## src/rtl/lsu_access_ctrl.sv

```systemverilog
// lsu_access_ctrl: one-at-a-time load/store sequencer between the memory
// stage and a valid/ready data bus. Aligns addresses, builds byte strobes,
// lane-shifts store data and extracts/extends load data.
// Optional response watchdog: define LSU_TIMEOUT_EN.
module lsu_access_ctrl #(
    parameter int WIDTH          = 64,
    parameter int TIMEOUT_CYCLES = 255
) (
    input  logic                 clk,
    input  logic                 rst,
    input  logic                 req_valid,
    output logic                 req_ready,
    input  logic                 req_we,
    input  logic [2:0]           req_op,
    input  logic [WIDTH-1:0]     req_addr,
    input  logic [WIDTH-1:0]     req_wdata,
    output logic                 resp_valid,
    output logic [WIDTH-1:0]     resp_data,
    output logic                 resp_fault,
    output logic                 mem_req,
    output logic                 mem_we,
    output logic [WIDTH-1:0]     mem_addr,
    output logic [WIDTH/8-1:0]   mem_wstrb,
    output logic [WIDTH-1:0]     mem_wdata,
    input  logic                 mem_gnt,
    input  logic                 mem_rvalid,
    input  logic [WIDTH-1:0]     mem_rdata
);

    localparam int NBYTES = WIDTH / 8;
    localparam int OFFW   = $clog2(NBYTES);

    typedef enum logic [1:0] {IDLE, REQ, WAIT, RESP} state_t;

    state_t state, state_nxt;

    logic              we_q;
    logic [2:0]        op_q;
    logic [OFFW-1:0]   off_q;
    logic              fault_q;
    logic [WIDTH-1:0]  resp_data_q;

    logic [1:0]        req_size;
    logic [OFFW-1:0]   req_off;
    logic [2:0]        align_mask;
    logic [NBYTES-1:0] size_lanes;
    logic              req_bad;
    logic [WIDTH-1:0]  shifted;
    logic [WIDTH-1:0]  load_ext;
    logic              rsp_take;
    logic              to_expire;
    logic              timeout;

    assign req_size = req_op[1:0];
    assign req_off  = req_addr[OFFW-1:0];

    // Request decode: alignment mask, lane mask and legality
    always_comb begin
        align_mask = 3'b111;
        size_lanes = '1;
        case (req_size)
            2'd0: begin align_mask = 3'b000; size_lanes = NBYTES'(1);  end
            2'd1: begin align_mask = 3'b001; size_lanes = NBYTES'(3);  end
            2'd2: begin align_mask = 3'b011; size_lanes = NBYTES'(15); end
            default: ;
        endcase
        req_bad = (|(req_addr[2:0] & align_mask))
                | (!req_we && req_op == 3'd7)
                | ((WIDTH == 32) && req_size == 2'd3)
                | ((WIDTH == 32) && !req_we && req_op == 3'd6);
    end

    assign shifted = mem_rdata >> {off_q, 3'b000};

    // Load extraction from the live bus data, using the captured op/offset
    always_comb begin
        case (op_q)
            3'd0:    load_ext = WIDTH'($signed(shifted[7:0]));
            3'd1:    load_ext = WIDTH'($signed(shifted[15:0]));
            3'd2:    load_ext = WIDTH'($signed(shifted[31:0]));
            3'd4:    load_ext = WIDTH'(shifted[7:0]);
            3'd5:    load_ext = WIDTH'(shifted[15:0]);
            3'd6:    load_ext = WIDTH'(shifted[31:0]);
            default: load_ext = shifted;
        endcase
    end

    assign rsp_take  = (state == REQ && mem_gnt && mem_rvalid)
                     | (state == WAIT && mem_rvalid);
    assign to_expire = timeout && ((state == REQ && !mem_gnt)
                                 | (state == WAIT && !mem_rvalid));

`ifdef LSU_TIMEOUT_EN
    localparam int CW = ($clog2(TIMEOUT_CYCLES + 1) > 8) ? $clog2(TIMEOUT_CYCLES + 1) : 8;
    logic [CW-1:0] cnt;

    // Watchdog: cleared on entry to REQ, counts every REQ/WAIT cycle
    always_ff @(posedge clk or posedge rst) begin
        if (rst)
            cnt <= '0;
        else if (state == IDLE)
            cnt <= '0;
        else if (state == REQ || state == WAIT)
            cnt <= cnt + 1'b1;
    end

    // >= rather than == so a grant taken in the expiry cycle still times out in WAIT
    assign timeout = (cnt >= CW'(TIMEOUT_CYCLES - 1));
`else
    assign timeout = 1'b0;
`endif

    // State register
    always_ff @(posedge clk or posedge rst) begin
        if (rst)
            state <= IDLE;
        else
            state <= state_nxt;
    end

    // Next-state logic
    always_comb begin
        state_nxt = state;
        case (state)
            IDLE: if (req_valid) state_nxt = req_bad ? RESP : REQ;
            REQ: begin
                if (rsp_take)       state_nxt = RESP;
                else if (mem_gnt)   state_nxt = WAIT;
                else if (to_expire) state_nxt = RESP;
            end
            WAIT: if (rsp_take || to_expire) state_nxt = RESP;
            RESP: state_nxt = IDLE;
            default: state_nxt = IDLE;
        endcase
    end

    // Outputs decoded from state
    always_comb begin
        req_ready  = (state == IDLE);
        mem_req    = (state == REQ);
        resp_valid = (state == RESP);
        resp_fault = (state == RESP) && fault_q;
    end

    // Request capture, bus drive registers and response data
    always_ff @(posedge clk or posedge rst) begin
        if (rst) begin
            we_q        <= 1'b0;
            op_q        <= '0;
            off_q       <= '0;
            fault_q     <= 1'b0;
            mem_we      <= 1'b0;
            mem_addr    <= '0;
            mem_wstrb   <= '0;
            mem_wdata   <= '0;
            resp_data_q <= '0;
        end else begin
            case (state)
                IDLE: if (req_valid) begin
                    we_q    <= req_we;
                    op_q    <= req_op;
                    off_q   <= req_off;
                    fault_q <= req_bad;
                    if (req_bad) begin
                        resp_data_q <= '0;
                    end else begin
                        mem_we    <= req_we;
                        mem_addr  <= {req_addr[WIDTH-1:OFFW], {OFFW{1'b0}}};
                        mem_wstrb <= req_we ? (size_lanes << req_off) : '0;
                        mem_wdata <= req_wdata << {req_off, 3'b000};
                    end
                end
                REQ, WAIT: begin
                    if (rsp_take) begin
                        resp_data_q <= we_q ? '0 : load_ext;
                    end else if (to_expire) begin
                        resp_data_q <= '0;
                        fault_q     <= 1'b1;
                    end
                end
                default: ;
            endcase
        end
    end

    assign resp_data = resp_data_q;

endmodule

```

## config.mk

```make
export PLATFORM = sky130hd
export DESIGN_NAME = lsu_access_ctrl
export DESIGN_NICKNAME = d
export VERILOG_FILES = /design/src/rtl/lsu_access_ctrl.sv
export SDC_FILE = /design/constraint.sdc
export NUM_CORES = 1
export LEC_CHECK = 0
export CAP_MARGIN = 25
export CELL_PAD_IN_SITES_DETAIL_PLACEMENT = 1
export CELL_PAD_IN_SITES_GLOBAL_PLACEMENT = 1
export CORE_UTILIZATION = 27
export DETAILED_ROUTE_END_ITERATION = 16
export DONT_BUFFER_PORTS = 1
export PLACE_DENSITY_LB_ADDON = 0.1
export SYNTH_ARGS = -nofsm -noshare
export SYNTH_HDL_FRONTEND = slang
export SYNTH_SLANG_ARGS = --single-unit
```

## constraint.sdc

```tcl
create_clock -name clk -period 16.9 [get_ports clk]
set_clock_uncertainty 0.15 [all_clocks]
set_input_delay 1.69 -clock clk [delete_from_list [all_inputs] [get_ports clk]]
set_output_delay 1.69 -clock clk [all_outputs]
set_load 0.02 [all_outputs]
```

==> flow_summary.yaml, run 1 <==
clocking:
  ctsResizeCount: 0
  cts_sinks: 208
  cts_root_buf: "clkbuf_16"
  post_cts_buffers: 0
  clockBufferDepth: 3
  cts_htree_levels: 1
  cts_buffers: 27
  clk_pin_slew_ns: 0.06
  cts_tree: "done"
  clk_latency_ns: 0.58
  cts_hold_buf: 0
worst_setup_path:
  timing.rr.end: "mem_addr[24]"
  cp-startpoint: "req_valid"
  ff2ff_setup_slack_ns: 13.13
  reg2reg_from: "state[0]"
  cp_max_fo: 81
  reg2reg_depth: 7
  required_ns: 17.18
  worstSetupStartpointType: "primary input"
  crit_arrival_ns: 4.16
  worstSetupPathType: "primary input to register"
  crit_end: "mem_addr[24]"
  cp-end-kind: "register"
sta:
  min_period_over_period_pct: 23.0
  period_minus_slack_ns: 3.88
  tightest_slew_ns: 1.04
  fmax_mhz: 258
  final.setup.tns_ns: 0
  setup_viol: 0
  finalHoldViolations: 0
  finalMaxSlewViolations: 0
  rsz0062_at_grt: "no"
  slew_headroom_pct: 30.7
drt:
  wl_per_cell_um: 26.6
  drcViolationCount: 0
  first_pass_iters: 4
  final_antenna_net_count: 0
  route.vias.total: 9009
  wl_um: 44800
  drt_iter0_markers: 567
  vias_per_cell: 5.34
synth:
  ys.flop_type: "dfrtp_1"
  syn_area_per_cell_um2: 10.3
  synthTopCellsByArea: "dfrtp_1 44%, mux2_2 8.7%, mux2i_1 7.8%, o21ai_0 4.7%, mux4_2 3.8%"
  yosysWarnings: 0
  yosys.area.top_type: "dfrtp_1"
  synth_edf_count: 0
  async_flop_share_pct: 100
  synth_cell_types: 62
  synth-seq-cells: 208
  synth_top_area_share_pct: 44.0
  synth-seq-area-share_pct: 44.0
  syn-cell-area_um2: 11800
  postSynthCellCount: 1145
power:
  p_int_mw: 1.48
  combPwrFrac_pct: 36.7
  power.density_nw_per_um2: 215
  ir_worst_vdd_mv: 0.0954
  leakagePower_nw: 5.44
  switchingPower_mw: 1.35
  power.clock.fraction_pct: 21.2
  p_seq_share_pct: 42.1
  p_sw_share_pct: 47.8
placed_design:
  placed_cells: 1637
  dpl.hpwl_um: 32100
  port-buffer-count: 0
  finalWeightedCongestion: 0.794
grt:
  antenna_found_initial: 1
  grt_pass1_vias: 9793
  grt_pass1_wl_um: 66500
  grt_max_degree: 100
  grt_overflow: 0
  track_usage_pct: 19.8
layout:
  layout-drive-gt1-share_pct: 19.9
  diodes: 0
  nets: 1288
  fillers: 4869
  regArea_um2: 5210
  final_cell_count_no_fill: 1686
  mostFrequentLayoutCells: "205 x dfrtp_1, 120 x nand2_1, 110 x o21ai_0"
  multiInputGateArea_um2: 6110
  final_common_cell: "dfrtp_1"
  utilization_pct: 30.5
  syn_to_final_growth_pct: 11.2
run:
  drv_cap: 0
floorplan:
  die_w_um: 211
  die_area_um2: 44700
  io_pins: 406
  coreArea_um2: 43200
  initial_utilization_pct: 27.4
  rows: 76
  die_h_um: 211
status:
  status: "completed"
hold_path:
  worstHoldPathType: "register to register"
  min_path_cells: 1
-- per-layer routing --
metal / routed length (µm) / GRT usage [%] / vias up / share of wire, %
met5: 8 / 0 / - / 0.018
met2: 21500 / 32.9 / 287 / 48
li1: - / - / 4109 / -
met1: 17900 / 23.8 / 4563 / 40
met3: 4410 / 7.68 / 48 / 9.8
met4: 983 / 5.07 / 2 / 2.2
-- critical path, cell delays in order --
cell     delay, ns
and2_1        0.31
nand4_1       0.19
buf_4         0.66
buf_4         0.78
mux2_2        0.42
-- layout make-up --
class / count / area share (%)
multi-input combinational: 816 / 46.4
sequential: 208 / 39.6
clock buffer: 34 / 5.71
tap: 585 / 5.56
clock inverter: 13 / 1.26
timing repair buffer: 19 / 1.06
inverter: 11 / 0.371
-- power by group through the flow --
| stage | Combinational [mW] | Clock (mW) | Sequential [mW] |
|---|---|---|---|
| 2_1_floorplan | 0.824 | 0 | 1.10 |
| 3_3_place_gp | 1.04 | 0 | 1.21 |
| 3_5_place_dp | 1.06 | 0 | 1.20 |
| 4_1_cts | 1.06 | 0.619 | 1.20 |
| 5_1_grt | 1.15 | 0.637 | 1.23 |
| 6_report | 1.04 | 0.599 | 1.19 |
-- per-stage QoR --
stage                     power, mW  area [µm²]  setup slack (ns)  hold slack [ns]
after floorplan                1.92       11800              9.38            0.307
after global placement         2.25       12200             12.47            0.315
after detailed placement       2.26       12200             12.41            0.327
after CTS                      2.88       13100             13.01            0.341
after global routing           3.01       13200             12.80            0.360
final                          2.83       13200             13.02            0.339
-- kinds of logic after synthesis --
group	share of synthesized area (%)
other	0.0317
adder cells (fa/ha/maj)	0.423
AND/OR/NAND/NOR	8.90
flip-flops	44.0
buffers and inverters	4.52
AO/OA/AOI/OAI	21.5
multiplexers	20.6
-- cell usage after synthesis, types with 4 or more instances --
library cell / count
a211oi_1: 29
a21o_1: 9
a21oi_1: 65
a22oi_1: 8
a31o_2: 7
a31oi_1: 14
buf_1: 10
buf_2: 23
buf_4: 4
buf_6: 4
clkbuf_1: 71
dfrtp_1: 208
ha_1: 4
inv_1: 10
mux2_2: 91
mux2i_1: 92
mux4_2: 20
nand2_1: 120
nand2b_1: 5
nand3_1: 16
nand3b_1: 6
nor2_1: 37
nor2b_1: 18
nor3_1: 6
nor3b_1: 5
o211ai_1: 16
o21a_1: 5
o21ai_0: 110
o221a_1: 7
o22a_1: 5
o22ai_1: 8
o2bb2ai_1: 17
o31ai_1: 36
o31ai_2: 19
-- flip-flops by register name (all words and copies together), names as in the netlist --
| signal | flops |
|---|---|
| mem_wstrb | 8 |
| mem_wdata | 64 |
| off_q | 3 |
| mem_we | 1 |
| fault_q | 1 |
| we_q | 1 |
| resp_data | 64 |
| op_q | 3 |
| state | 2 |
| mem_addr | 61 |
-- worst min-delay path by stage --
stage                  from       to  slack (ns)
floorplan           fault_q  fault_q        0.31
global placement    fault_q  fault_q        0.32
detailed placement  fault_q  fault_q        0.33
CTS                 fault_q  fault_q        0.34
global route        fault_q  fault_q        0.36
finish              fault_q  fault_q        0.34
Power figures use the tool's default switching activity.
==> run 2: changes to the inputs <==
==> constraint.sdc (replaced) <==
create_clock -name clk -period 3.9 [get_ports clk]
set_clock_uncertainty 0.15 [all_clocks]
set_input_delay 0.39 -clock clk [delete_from_list [all_inputs] [get_ports clk]]
set_output_delay 0.39 -clock clk [all_outputs]
set_load 0.02 [all_outputs]
==> flow_summary.yaml, run 2 (same netlist as run 1, synthesis figures left out) <==
status:
  status: "completed"
layout:
  nets: 1402
  regArea_um2: 5210
  design_area_um2: 14500
  utilization_pct: 33.5
  final_common_cell: "dfrtp_1"
  multiInputGateArea_um2: 6110
  diodes: 0
  final_cell_count_no_fill: 1803
  layout-drive-gt1-share_pct: 18.8
  fillers: 4829
  mostFrequentLayoutCells: "205 x dfrtp_1, 120 x nand2_1, 110 x o21ai_0"
  syn_to_final_growth_pct: 22.1
sta:
  final.setup.tns_ns: 0
  fmax_mhz: 326
  tightest_slew_ns: 0.981
  period_minus_slack_ns: 3.07
  fin_ws_ns: 0.833
  finalMaxSlewViolations: 0
  setup_viol: 0
  rsz0062_at_grt: "no"
  slew_headroom_pct: 34.1
  finalHoldViolations: 0
  min_period_over_period_pct: 78.6
  hold-worst-slack_ns: 0.0307
placed_design:
  placed_cell_area_um2: 12300
  dpl.hpwl_um: 32500
  placed_cells: 1645
  finalWeightedCongestion: 0.798
  port-buffer-count: 0
  dp_slack_ns: 0.990
floorplan:
  rows: 76
  die_area_um2: 44700
  die_w_um: 211
  initial_utilization_pct: 27.4
  die_h_um: 211
  coreArea_um2: 43200
  io_pins: 406
clocking:
  cts_htree_levels: 1
  cts_sinks: 208
  cts_tree: "done"
  cts_root_buf: "clkbuf_16"
  clk_pin_slew_ns: 0.06
  ctsResizeCount: 0
  cts_hold_buf: 105
  clk_latency_ns: 0.57
  cts_buffers: 28
  clockBufferDepth: 3
  post_cts_buffers: 0
worst_setup_path:
  cp_cell_sequence: "inv_1 > ha_1 > and2_1 > buf_4 > nand4_1 > buf_12 > buf_12 > o31ai_1 > dlygate4sd3_1"
  crit_arrival_ns: 3.42
  cp-end-kind: "register"
  reg2reg_depth: 9
  reg2reg_from: "state[1]"
  crit_path_frequent_cell: "buf_12"
  required_ns: 4.26
  worstSetupStartpointType: "register"
  worstSetupPathType: "register to register"
  cp_slowest_stage_delay_ns: 0.57
  timing.rr.end: "mem_wdata[18]"
  cp_max_fo: 107
  slowest_stage: "dlygate4sd3_1"
  ff2ff_setup_slack_ns: 0.83
drt:
  final_antenna_net_count: 0
  drcViolationCount: 0
  vias_per_cell: 5.32
  wl_um: 47500
  drt_iter0_markers: 557
  first_pass_iters: 4
  wl_per_cell_um: 26.4
  route.vias.total: 9584
run:
  drv_cap: 0
hold_path:
  worstHoldPathType: "primary input to register"
  hp-start: "mem_rdata[34]"
  min_path_cells: 4
  hold_end: "resp_data[2]"
grt:
  grt_max_degree: 108
  grt_overflow: 0
  grtUsageMet1_pct: 26.2
  grt_pass1_wl_um: 70600
  track_usage_pct: 21.1
  grt_busiest_layer: "met2"
  antenna_found_initial: 0
  globalRouteMet2Util_pct: 34.4
  globalRouteMet3Util_pct: 7.46
  grt_pass1_vias: 10500
power:
  power.density_nw_per_um2: 880
  power_mw: 12.7
  leakagePower_nw: 6.01
  ir_worst_vdd_mv: 0.375
run 2: cell count changes in the layout (fill, tap and decap cells not counted), moves of 2 or more:
| cell | previous run | this run |
|---|---|---|
| buf_12 | 0 | 6 |
| buf_4 | 17 | 20 |
| clkbuf_1 | 2 | 4 |
| clkbuf_8 | 5 | 11 |
| clkinv_2 | 5 | 2 |
| dlygate4sd3_1 | 0 | 104 |
run 2: power by group:
part	leakage (nW)	total [mW]	switching [mW]	internal, mW
Combinational	2.85	4.57	2.69	1.88
Sequential	2.66	5.33	2.20	3.13
Clock	0.500	2.82	1.04	1.78
run 2: layer usage:
| layer | part of all wire, % | up-vias |
|---|---|---|
| li1 | - | 4344 |
| met2 | 47 | 321 |
| met3 | 9.5 | 63 |
| met5 | 0 | - |
| met1 | 41 | 4856 |
| met4 | 2.3 | 0 |
run 2: area by class of cell:
type | count | area share (%)
Multi-Input combinational cell | 816 | 42.3
Sequential cell | 208 | 36.1
Tap cell | 585 | 5.06
Clock inverter | 8 | 1.06
Clock buffer | 43 | 6.00
Inverter | 11 | 0.312
Timing Repair Buffer | 132 | 9.23
run 2: worst max path at each step:
stage,from,to,slack (ns),cells after the start
floorplan,rst,fault_q,0.66,1
global placement,state[0],resp_data[11],1.06,8
detailed placement,state[0],resp_data[13],0.99,8
CTS,state[0],mem_wdata[17],0.80,9
global route,state[0],mem_wdata[17],0.52,9
finish,state[1],mem_wdata[18],0.83,9
run 2: critical path: cells and delay by family, from the launching register on:
kind | cells | cell delay, ns
simple gates | 2 | 0.36
fa+ha+maj | 1 | 0.44
buf+inv | 5 | 1.33
flops | 1 | 0.44
compound gates | 1 | 0.26
==> run 3: changes to the inputs <==
==> constraint.sdc (replaced) <==
create_clock -name clk -period 3 [get_ports clk]
set_clock_uncertainty 0.15 [all_clocks]
set_input_delay 0.3 -clock clk [delete_from_list [all_inputs] [get_ports clk]]
set_output_delay 0.3 -clock clk [all_outputs]
set_load 0.02 [all_outputs]
==> flow_summary.yaml, run 3 (same netlist as run 1, synthesis figures left out) <==
grt:
  grt_pass1_vias: 10600
  track_usage_pct: 21.4
  antenna_found_initial: 0
  grt_pass1_wl_um: 71600
  grt_overflow: 0
  grt_max_degree: 108
sta:
  tightest_slew_ns: 1.01
  finalHoldViolations: 0
  finalMaxSlewViolations: 0
  fin_ws_ns: 0.273
  min_period_over_period_pct: 90.9
  fmax_mhz: 367
  period_minus_slack_ns: 2.73
  rsz0062_at_grt: "no"
  final.setup.tns_ns: 0
  setup_viol: 0
  slew_headroom_pct: 32.2
  hold-worst-slack_ns: 0.0119
drt:
  drcViolationCount: 0
  vias_per_cell: 5.30
  wl_per_cell_um: 26.2
  first_pass_iters: 4
  wl_um: 48300
  final_antenna_net_count: 0
  drt_iter0_markers: 681
  route.vias.total: 9756
floorplan:
  die_area_um2: 44700
  initial_utilization_pct: 27.4
  rows: 76
  die_w_um: 211
  io_pins: 406
  die_h_um: 211
  coreArea_um2: 43200
worst_setup_path:
  cp-end-kind: "register"
  cp_max_fo: 44
  cp.buffers_inverters: 4
  worstSetupPathType: "primary input to register"
  cp_cell_sequence: "dlygate4sd3_1 > buf_12 > mux2i_1 > nor2_1 > a21oi_1 > dlygate4sd3_1 > o31ai_1 > dlygate4sd3_1"
  worstSetupStartpointType: "primary input"
  crit_arrival_ns: 3.02
  cp_slowest_stage_delay_ns: 0.78
  crit_family: "buffers and inverters"
  slowest_stage: "dlygate4sd3_1"
  crit_path_frequent_cell: "dlygate4sd3_1"
  required_ns: 3.29
  ff2ff_setup_slack_ns: 0.31
power:
  leakagePower_nw: 6.11
  ir_worst_vdd_mv: 0.449
  power.density_nw_per_um2: 1110
clocking:
  cts_sinks: 208
  clockBufferDepth: 3
  cts_htree_levels: 1
  post_cts_buffers: 0
  ctsResizeCount: 0
  cts_buffers: 27
  cts_tree: "done"
  cts_hold_buf: 138
  cts_root_buf: "clkbuf_16"
  clk_latency_ns: 0.55
  clk_pin_slew_ns: 0.06
layout:
  mostFrequentLayoutCells: "205 x dfrtp_1, 135 x dlygate4sd3_1, 120 x nand2_1"
  nets: 1446
  diodes: 0
  syn_to_final_growth_pct: 24.5
  final_common_cell: "dfrtp_1"
  layout-drive-gt1-share_pct: 18.9
run:
  drv_cap: 0
placed_design:
  finalWeightedCongestion: 0.810
  port-buffer-count: 0
  dp_slack_ns: 0.393
  dpl.hpwl_um: 32900
status:
  status: "completed"
hold_path:
  worstHoldPathType: "primary input to register"
run 3: per-stage QoR:
stage	power [mW]	cell area, µm²	utilization [%]	instances
global route	17.4	14700	34.1	1842
floorplan	10.8	11800	-	1147
finish	16.4	14700	34.1	1842
CTS	16.6	14700	34.1	1842
global placement	12.9	12500	28.8	1659
detailed placement	12.9	12500	28.8	1659
run 3: cell type report:
class,count,area [µm²]
tap,585,732
clock inverter,8,98.8
multi-input combinational,816,6110
timing repair buffer,177,1770
sequential,208,5210
inverter,11,45.0
clock buffer,37,773
fill,4834,28400
run 3: routing by layer:
metal / vias up / routed length [µm] / track usage, %
met5: - / 0 / 0
met4: 0 / 1080 / 5.70
met3: 56 / 3910 / 6.66
met2: 302 / 23200 / 35.3
met1: 4957 / 20000 / 26.9
li1: 4441 / - / -
run 3: final timing paths:
kind / startpoint / depth (start not counted) / endpoint
hold / removal: req_wdata[9] / 2 / mem_wdata[9]
hold reg to reg: fault_q / 1 / fault_q
min in group asynchronous: rst / 3 / mem_addr[57]
setup reg to reg: state[0] / 8 / mem_wstrb[0]
setup / recovery: req_addr[1] / 8 / mem_wdata[22]
max in group asynchronous: rst / 3 / op_q[1]
run 3: where the power goes:
part           internal, mW  switching (mW)
registers              4.07            2.70
clock network          1.95            1.30
logic                  2.60            3.73
==> RTL change: new RTL, config.mk and constraints of run 1 <==
Register the output `resp_fault`; this adds one clock of latency there. The other outputs are not delayed to match.
--- a/src/rtl/lsu_access_ctrl.sv
+++ b/src/rtl/lsu_access_ctrl.sv
@@ -32,4 +32,6 @@
 
     typedef enum logic [1:0] {IDLE, REQ, WAIT, RESP} state_t;
+
+    logic resp_fault_d;
 
     state_t state, state_nxt;
@@ -140,5 +142,5 @@
         mem_req    = (state == REQ);
         resp_valid = (state == RESP);
-        resp_fault = (state == RESP) && fault_q;
+        resp_fault_d = (state == RESP) && fault_q;
     end
 
@@ -186,4 +188,8 @@
     assign resp_data = resp_data_q;
 
+    always_ff @(posedge clk) begin
+        resp_fault <= resp_fault_d;
+    end
+
 endmodule
 
Function: changed (Yosys sat finds a counterexample within 4 cycles, from zero or initial values and one cycle with rst high).
==> RTL change against run 1 <==
Cell count up 0.30%. Largest cell class unchanged. Sequential share of layout area about the same. Area after synthesis up 0.17%. Worst hold slack worse by 0.90 ps. Setup slack worse by 27 ps. Power up 0.88%. Sequential cell count up 1. Routed wire length up 2.9%. Core utilization up 0.12 points. Design area up 0.40%.
==> RTL change: results (changes against run 1) <==
\begin{tabular}{lr}
\hline
Metric & Value \\
\hline
\multicolumn{2}{l}{\textbf{Power and ir drop}} \\
Worst vdd rail ir drop & 88.9 uV (-6.9\%) \\
\multicolumn{2}{l}{\textbf{Worst setup path}} \\
Beginning of the worst register-to-register path & off\_q[1] \\
Slowest stage delay, CP & 810 ps (+30 ps) \\
Reg2reg end & resp\_data[62] \\
Slowest cell on the critical path & sky130\_fd\_sc\_hd\_\_a2111oi\_4 \\
Reg-to-reg setup timing slack & 12,990 ps (-140 ps) \\
\multicolumn{2}{l}{\textbf{Placement}} \\
Detailed placement HPWL & 32.6 mm (+1.7\%) \\
RD Place Congestion & 0.798 (+0.52\%) \\
\multicolumn{2}{l}{\textbf{Global route}} \\
Pin count of the biggest net entering global routing & 92 (-8.0\%) \\
Global-route wire length before repair & 67.3 mm (+1.2\%) \\
Via count of the first global-routing pass & 9,631 (-1.7\%) \\
Number of antenna violations at the first check in global routing & 0 (-1) \\
Total routing resource utilization after global routing & 20.2\% (+0.43 points) \\
\multicolumn{2}{l}{\textbf{Route}} \\
Post-detailed-route wirelength per cell & 27.3 um (+2.6\%) \\
Number of search-and-repair iterations in the first detailed-routing pass & 5 (+1) \\
Initial DRC count & 634 (+12\%) \\
Total number of vias & 9,057 (+0.53\%) \\
\multicolumn{2}{l}{\textbf{Layout}} \\
Fraction of layout cells with a size suffix above 1 & 19.7\% (-0.16 points) \\
Fillers & 4,857 (-0.25\%) \\
Nets@finish & 1,289 (+0.078\%) \\
Count of non-filler cells in the finished layout & 1,691 (+0.30\%) \\
\multicolumn{2}{l}{\textbf{Synth}} \\
Mean instance size in the synthesized netlist & 10.3 sq um (about the same) \\
Number of distinct library cell variants in the gate-level netlist after synthesis & 63 (+1.6\%) \\
Post-synthesis async set-or-reset flop share & 99.5\% (-0.48 points) \\
Portion of the post-synthesis area used by sequential elements & 44.1\% (+0.095 points) \\
\multicolumn{2}{l}{\textbf{Min path}} \\
Hold-critical path endpoint & resp\_fault \\
\multicolumn{2}{l}{\textbf{Outcome}} \\
Result of the run & complete, no violations \\
\hline
\end{tabular}
==> RTL change: logic make-up (layout without fill, tap and decap cells) <==
kind of cell	count (synthesis)	in the layout	share of synthesized area, %
compound gates	373	373	21.5
buf+inv	123	80	4.52
flops	209	209	44.1
other cells	1	4	0.0316
simple gates	230	230	8.88
fa+ha+maj	4	4	0.422
mux	206	206	20.6
==> RTL change: area by class of cell <==
class	instances	share of cell area, %
repair buffers	19	1.36
diodes	1	0.0189
clock inverters	13	1.19
multi-input cells	816	46.2
well taps	585	5.54
inverters	11	0.369
clock buffers	37	5.70
flip-flops and latches	209	39.6
==> RTL change: layer usage <==
metal  global-route usage (%)  wire (um)  vias up
met2                     32.1      21400      291
met1                     25.7      19100     4600
met3                     7.33       4380       58
met5                        0          0        -
li1                         -          -     4108
met4                     5.72       1120        0
==> RTL change: worst max path at each step <==
stage,startpoint,endpoint
after CTS,off_q[1],resp_data[47]
after floorplan,rst,fault_q
after global routing,off_q[1],resp_data[48]
after detailed placement,mem_rdata[63],resp_data[50]
after global placement,mem_rdata[63],resp_data[48]
final,off_q[1],resp_data[62]
==> RTL change: power breakdown <==
part / internal [W] / switching, W / total [W]
registers: 0.000725 / 0.000474 / 0.00120
logic: 0.000400 / 0.000662 / 0.00106
clock network: 0.000358 / 0.000237 / 0.000595
total: 0.00148 / 0.00137 / 0.00286
==> RTL change: worst register-to-register path, stage by stage (launching register included) <==
cell and delay, ps:
sky130_fd_sc_hd__dfrtp_2 340, sky130_fd_sc_hd__buf_4 680, sky130_fd_sc_hd__inv_1 540, sky130_fd_sc_hd__a211oi_2 410, sky130_fd_sc_hd__nor3_4 160, sky130_fd_sc_hd__a2111oi_4 810, sky130_fd_sc_hd__buf_4 500, sky130_fd_sc_hd__o31ai_1 160
==> RTL change: metrics by stage <==
stage               cell area (sq um)  power, W  util [%]  hold WS [ps]  setup slack [ps]
floorplan                       11900   0.00192         -           302              9380
global placement                12200   0.00227      28.4           328             12570
detailed placement              12200   0.00228      28.4           329             12540
CTS                             13200   0.00289      30.5           346             12940
global route                    13200   0.00303      30.6           364             12730
finish                          13200   0.00286      30.6           338             12990
